### src/rtl/idli_mem_arb_m.sv
// idli_mem_arb_m: shares the single SQI engine between the sequential fetch
// stream and one-word load/store accesses, resuming fetch where it stopped.
module idli_mem_arb_m #(
  parameter int                ADDR_W   = 16,
  parameter logic [ADDR_W-1:0] RESET_PC = '0
) (
  input  logic              i_arb_gck,
  input  logic              i_arb_rst_n,
  input  logic              i_arb_fetch_req,
  output logic              o_arb_fetch_gnt,
  input  logic              i_arb_redirect,
  input  logic [ADDR_W-1:0] i_arb_redirect_addr,
  input  logic              i_arb_ldst_req,
  input  logic              i_arb_ldst_wr,
  input  logic [ADDR_W-1:0] i_arb_ldst_addr,
  output logic              o_arb_ldst_gnt,
  output logic              o_arb_ldst_done,
  output logic              o_arb_eng_start,
  output logic              o_arb_eng_wr,
  output logic [ADDR_W-1:0] o_arb_eng_addr,
  output logic              o_arb_eng_stop,
  input  logic              i_arb_eng_busy,
  input  logic              i_arb_eng_beat
);

  localparam logic [2:0] S_IDLE    = 3'd0;
  localparam logic [2:0] S_F_START = 3'd1;
  localparam logic [2:0] S_F_RUN   = 3'd2;
  localparam logic [2:0] S_F_STOP  = 3'd3;
  localparam logic [2:0] S_D_START = 3'd4;
  localparam logic [2:0] S_D_RUN   = 3'd5;
  localparam logic [2:0] S_D_STOP  = 3'd6;

  logic [2:0]        state;
  logic [2:0]        state_nxt;
  logic [ADDR_W-1:0] fetch_cnt;
  logic [ADDR_W-1:0] fetch_cnt_nxt;
  logic              fetch_owed;
  logic              start_f;
  logic              start_d;
  logic              stop_entry;

  // fetch_owed lets fetch win the next idle slot after a data word, so a
  // held data request cannot starve the instruction stream
  always_comb begin
    state_nxt = state;
    case (state)
      S_IDLE: begin
        if (!i_arb_eng_busy) begin
          if (i_arb_ldst_req && !(fetch_owed && i_arb_fetch_req)) begin
            state_nxt = S_D_START;
          end else if (i_arb_fetch_req) begin
            state_nxt = S_F_START;
          end
        end
      end
      S_F_START: state_nxt = S_F_RUN;
      S_F_RUN: begin
        if (i_arb_redirect) begin
          state_nxt = S_F_STOP;
        end else if (i_arb_eng_beat && (i_arb_ldst_req || !i_arb_fetch_req)) begin
          state_nxt = S_F_STOP;
        end
      end
      S_F_STOP, S_D_STOP: begin
        if (!i_arb_eng_busy) begin
          state_nxt = S_IDLE;
        end
      end
      S_D_START: state_nxt = S_D_RUN;
      S_D_RUN: begin
        if (i_arb_eng_beat) begin
          state_nxt = S_D_STOP;
        end
      end
      default: state_nxt = S_IDLE;
    endcase
  end

  // Redirect overrides a same-cycle beat; only beats inside the fetch stream advance
  always_comb begin
    fetch_cnt_nxt = fetch_cnt;
    if (i_arb_redirect) begin
      fetch_cnt_nxt = i_arb_redirect_addr;
    end else if ((state == S_F_RUN) && i_arb_eng_beat) begin
      fetch_cnt_nxt = fetch_cnt + 1'b1;
    end
  end

  assign start_f    = (state == S_IDLE) && (state_nxt == S_F_START);
  assign start_d    = (state == S_IDLE) && (state_nxt == S_D_START);
  assign stop_entry = ((state_nxt == S_F_STOP) || (state_nxt == S_D_STOP)) &&
                      (state != state_nxt);

  always_ff @(posedge i_arb_gck or negedge i_arb_rst_n) begin
    if (!i_arb_rst_n) begin
      state           <= S_IDLE;
      fetch_cnt       <= RESET_PC;
      fetch_owed      <= 1'b0;
      o_arb_fetch_gnt <= 1'b0;
      o_arb_ldst_gnt  <= 1'b0;
      o_arb_ldst_done <= 1'b0;
      o_arb_eng_start <= 1'b0;
      o_arb_eng_wr    <= 1'b0;
      o_arb_eng_addr  <= '0;
      o_arb_eng_stop  <= 1'b0;
    end else begin
      state           <= state_nxt;
      fetch_cnt       <= fetch_cnt_nxt;
      o_arb_eng_start <= start_f || start_d;
      o_arb_ldst_gnt  <= start_d;
      o_arb_eng_stop  <= stop_entry;
      o_arb_fetch_gnt <= (state_nxt == S_F_RUN);
      o_arb_ldst_done <= (state == S_D_RUN) && i_arb_eng_beat;
      if (start_f) begin
        o_arb_eng_wr   <= 1'b0;
        o_arb_eng_addr <= fetch_cnt_nxt;
      end else if (start_d) begin
        o_arb_eng_wr   <= i_arb_ldst_wr;
        o_arb_eng_addr <= i_arb_ldst_addr;
      end
      if (state == S_F_START) begin
        fetch_owed <= 1'b0;
      end else if ((state == S_D_RUN) && i_arb_eng_beat) begin
        fetch_owed <= 1'b1;
      end
    end
  end

endmodule

### config.mk
export PLATFORM = sky130hd
export DESIGN_NAME = idli_mem_arb_m
export DESIGN_NICKNAME = d
export VERILOG_FILES = /design/src/rtl/idli_mem_arb_m.sv
export SDC_FILE = /design/constraint.sdc
export NUM_CORES = 1
export LEC_CHECK = 0
export CAP_MARGIN = 20
export CORE_MARGIN = 2
export CORE_UTILIZATION = 32
export CTS_CLUSTER_DIAMETER = 50
export CTS_CLUSTER_SIZE = 14
export DETAILED_ROUTE_END_ITERATION = 8
export DONT_BUFFER_PORTS = 1
export SLEW_MARGIN = 20
export SYNTH_ARGS = -nofsm -noshare
export SYNTH_HDL_FRONTEND = slang
export SYNTH_SLANG_ARGS = --single-unit
### constraint.sdc
create_clock -name i_arb_gck -period 4.4 [get_ports i_arb_gck]
set_input_delay 1.32 -clock i_arb_gck [delete_from_list [all_inputs] [get_ports i_arb_gck]]
set_output_delay 1.32 -clock i_arb_gck [all_outputs]
set_load 0.01 [all_outputs]
* Yosys cells after proc, flatten, opt, wreduce, memory -nomap -nowiden
Cells that the tools add are included.
** Storage, ports and cells
- Register bits :: 42
- Latch bits :: 0
- Memory bits (writable) :: 0
- Bits in read-only memories :: 0
- Input port bits :: 40
- Output and inout bits :: 22
- Word-level logic and storage cells :: 56
- Memories :: 0
** Cells by class
- Add/subtract/negate cells :: 1
- Multiply operators :: 0
- Div/mod/pow operators :: 0
- $lt $le $gt $ge :: 0
- Equality and inequality tests :: 12
- Shift operators :: 0
- Multiplexer cells :: 16
- Bitwise operators :: 0
- Reduce and logical (&&, ||, !) cells :: 17
** Operators with widths (count)
- 16-bit two-way mux :: 4
- 3-bit two-way mux :: 7
- 3-bit case mux with 6 select lines :: 1
- 16-bit by 1-bit adder with 16-bit output, second input constant :: 1
- 3-bit equality test, second input constant :: 5
- 3-bit by 2-bit equality test with 1-bit output, second input constant :: 4
- 1-bit logical AND :: 8
- 3-bit by 1-bit equality test with 1-bit output, second input constant :: 2
- 1-bit two-way mux :: 4
- 2-bit nonzero test :: 2
- 3-bit logical NOT :: 1
- 1-bit logical OR :: 3
- 3-bit != test :: 1
- 1-bit logical NOT :: 2
- 2-bit OR reduction :: 1

* Logic depth before layout (Yosys ltp)
- Depth after elaboration :: 10
- Gate-level depth with buffers :: 7
- Depth with buffers taken out :: 5

* Worst setup path before layout
OpenSTA, ideal clock, no wires.
- Path kind :: input port to flip-flop
- Start point :: input port i_arb_eng_busy
- End point :: register o_arb_eng_addr[15]
- Library setup time :: 0.126 ns
- Arrival time :: 2.224 ns
- Required time :: 4.274 ns
- Slack :: 2.050 ns
- Cell stages on the path :: 4
- Buffers on the path :: 0
- Cell sequence :: or4_4 a2111oi_2 nor3_1 o311a_1
** On the way
- Longest elaborated chain between the ends :: 5
- Elaborated cells between the ends (all ways) :: 9
** Ends and longest elaborated chain
- start: declaration :: line 22 : input logic i_arb_eng_busy,
- 3-bit two-way mux, on equally long branches :: line 66, 49
- 3-bit case mux with 6 select lines (*) :: line 47 : case (state)
- 3-bit by 1-bit equality test with 1-bit output / 3-bit equality test (equally long branches) :: line 90, 91
- 1-bit logical AND, on equally long branches :: line 90, 91
- 16-bit two-way mux / 2-bit nonzero test (equally long branches)
- end signal: assignment :: line 117 : o_arb_eng_addr <= fetch_cnt_nxt;
- end signal: assignment :: line 120 : o_arb_eng_addr <= i_arb_ldst_addr;
- end: declaration :: line 20 : output logic [ADDR_W-1:0] o_arb_eng_addr,
Every way passes the cells marked *; elsewhere a longest branch is shown, timed or not.
A chain may end at the register's enable or synchronous reset.

* Worst setup path in the final report
- Start point :: input port i_arb_eng_busy
- End point :: register o_arb_eng_addr[6]
The elaborated chain is that of the path after synthesis.

==> metrics.txt <==
number of buffers added for setup after CTS 0; final setup fails 0; Starting Density 0.328; top cell type by total area after synthesis dfrtp_1; IO Port Bufs 0; First DRT Iteration DRCs 158; Final ANT Viol Nets 0; Distinct cells, synth 58; Worst setup SP type input port; initial antenna violation count 2; Max Cap Viol 0; core footprint 0.00721 mm2; Row Count 31; CP Capture Type register; WL per Instance 19.4 um; die area 0.00810 mm2; top cells by area, synth dfrtp_1 (44%), nand2_1 (3.5%), o21ai_0 (3.4%), a211oi_1 (3.2%), nand4_1 (2.6%); gr usage total 0.163; Avg Inst Size Synth 9.90 um2; Final period util 0.615; routed wire length 6430 um; CP Launch Point i_arb_eng_busy; r2r worst-path depth 4; TritonCTS buffer count 5; drt first pass iters 4; outcome finished, final reports clean; H-Tree Depth 2; CTS tree done; cts hold-fix bufs 0; Main synth FF type dfrtp_1; CTS max path bufs 2; Layout Skew 0.00682 ns; Final Slew Violations 0; Synth Cell Area 0.00237 mm2; top-area cell type share of the netlist area 0.444; WS Path Type input port to register; Post-synth ARST share 1.00; Final Net Count 273; Critical Path RT 4.59 ns; Seq/Total Area, Yosys 0.444; clk_lat worst skew 0.30 ns; Critical Path End o_arb_eng_addr[6]; Pleak 0.985 nW; Final Hold Vio Count 0; setup ws final 1.69 ns; CTS Sinks 42; PostCTS Resize Cnt 0; largest net degree at the start of global routing 43; Die Wd 90.0 um; relative max-transition margin 0.382; diodes inserted 0; num ports 62; Final Wtd Congestion 0.781; fraction of layout cells with a size suffix above 1 0.0987; Root Buffer clkbuf_8; DP Worst Slack 1.36 ns; syn nets 280; RR Startpoint state[1]; Max Freq 369 MHz; clock slew seen by the registers of the worst setup and hold paths 0.08 ns; global-route wire length before repair 10,400 um; Via Count 1,895; RR Endpoint o_arb_eng_addr[6]; vias in the first global route 1,829; area grow syn2layout 5.76%; total power 0.00137 W; Syn Inst Count 239; worst-margin pin slew 0.919 ns; Largest regs fetch_cnt (16), o_arb_eng_addr (16), state (3); worst hold-check path type register to register; synthesized flop and latch total 42; peak supply drop 0.144 mV; Post-DP HPWL 4670 um; Avg Vias per Cell 5.71; FF-to-FF setup slack 2.03 ns; Final min period 2.71 ns; fill count 749; number of synthesized flops with an enable pin 0; total negative slack 0 ns; Die H 90.0 um; Cell Pwr Density 548 mW/mm2; Worst Path Arrival 2.90 ns; DRC 0; unrepaired setup endpoints after global routing no; global route overflow 0; crit path max fanout 12; YS warnings 0
-- Yosys cell counts, types with 6 or more instances --
cell	count
dfrtp_1	42
nand2_1	22
o21ai_0	16
nor2_1	14
a211oi_1	10
nand4_1	10
a21oi_1	9
and3_1	9
nor3_1	8
nand3_1	7
inv_1	6
-- layout make-up --
type / instances / area [um2] / area share
clock buffers: 8 / 110 / 0.0440
inverters: 7 / 31.3 / 0.0125
multi-input cells: 176 / 1190 / 0.474
flip-flops and latches: 42 / 1050 / 0.420
well taps: 99 / 124 / 0.0495
-- worst max-delay path, stage by stage --
cell	delay [ns]
nor4_4	0.68
and3_1	0.54
a211oi_1	0.10
a211oi_1	0.25
-- how the worst min path moves through the flow --
| stage | from | endpoint | slack, ns | cells after the start |
|---|---|---|---|---|
| after global routing | fetch_cnt[14] | o_arb_eng_addr[14] | 0.60 | 1 |
| after CTS | fetch_cnt[14] | o_arb_eng_addr[14] | 0.57 | 1 |
| after detailed placement | o_arb_eng_wr | o_arb_eng_wr | 0.55 | 1 |
| after global placement | fetch_cnt[15] | o_arb_eng_addr[15] | 0.55 | 1 |
| after floorplan | fetch_cnt[12] | o_arb_eng_addr[12] | 0.50 | 1 |
| final | fetch_cnt[14] | o_arb_eng_addr[14] | 0.57 | 1 |
-- layout by cell type (no fill, tap or decap), drive strengths merged, types with 4 or more instances in the layout --
master and n:
a211oi 10, a21oi 9, a31oi 5, and3 9, clkbuf 8, dfrtp 42, inv 6, nand2 23
nand2b 4, nand3 10, nand4 10, nor2 15, nor2b 4, nor3 9, o21ai 17, or3 5
xor2 4
-- through the flow --
step	hold slack (ns)	util	area, um2	cells
finish	0.566	0.347	2500	332
CTS	0.569	0.347	2500	332
floorplan	0.505	-	2370	239
global placement	0.548	0.332	2390	324
detailed placement	0.549	0.332	2390	324
global route	0.598	0.347	2500	332
-- power breakdown --
part | leakage [nW] | internal (W) | total, W | switching (W)
logic | 0.419 | 0.000189 | 0.000392 | 0.000203
registers | 0.509 | 0.000508 | 0.000687 | 0.000179
clock network | 0.0575 | 0.000159 | 0.000294 | 0.000135
-- logic make-up after synthesis --
family	Yosys count	share of synthesized area
muxes	4	0.0196
DFF	42	0.444
and+or+nand+nor	97	0.243
xor gates and xnor gates	7	0.0259
buffers and inverters	21	0.0544
AOI/OAI and AO/OA	67	0.208
adders and majority gates	1	0.00528
-- layer usage --
| metal | global-route usage | vias up | share of wire |
|---|---|---|---|
| met2 | 0.225 | 61 | 0.43 |
| met4 | 0.0577 | 4 | 0.015 |
| met1 | 0.230 | 929 | 0.45 |
| met5 | 0 | - | 0.0034 |
| li1 | - | 889 | - |
| met3 | 0.0645 | 12 | 0.094 |
Note: power is estimated with default switching activity, not from simulation.
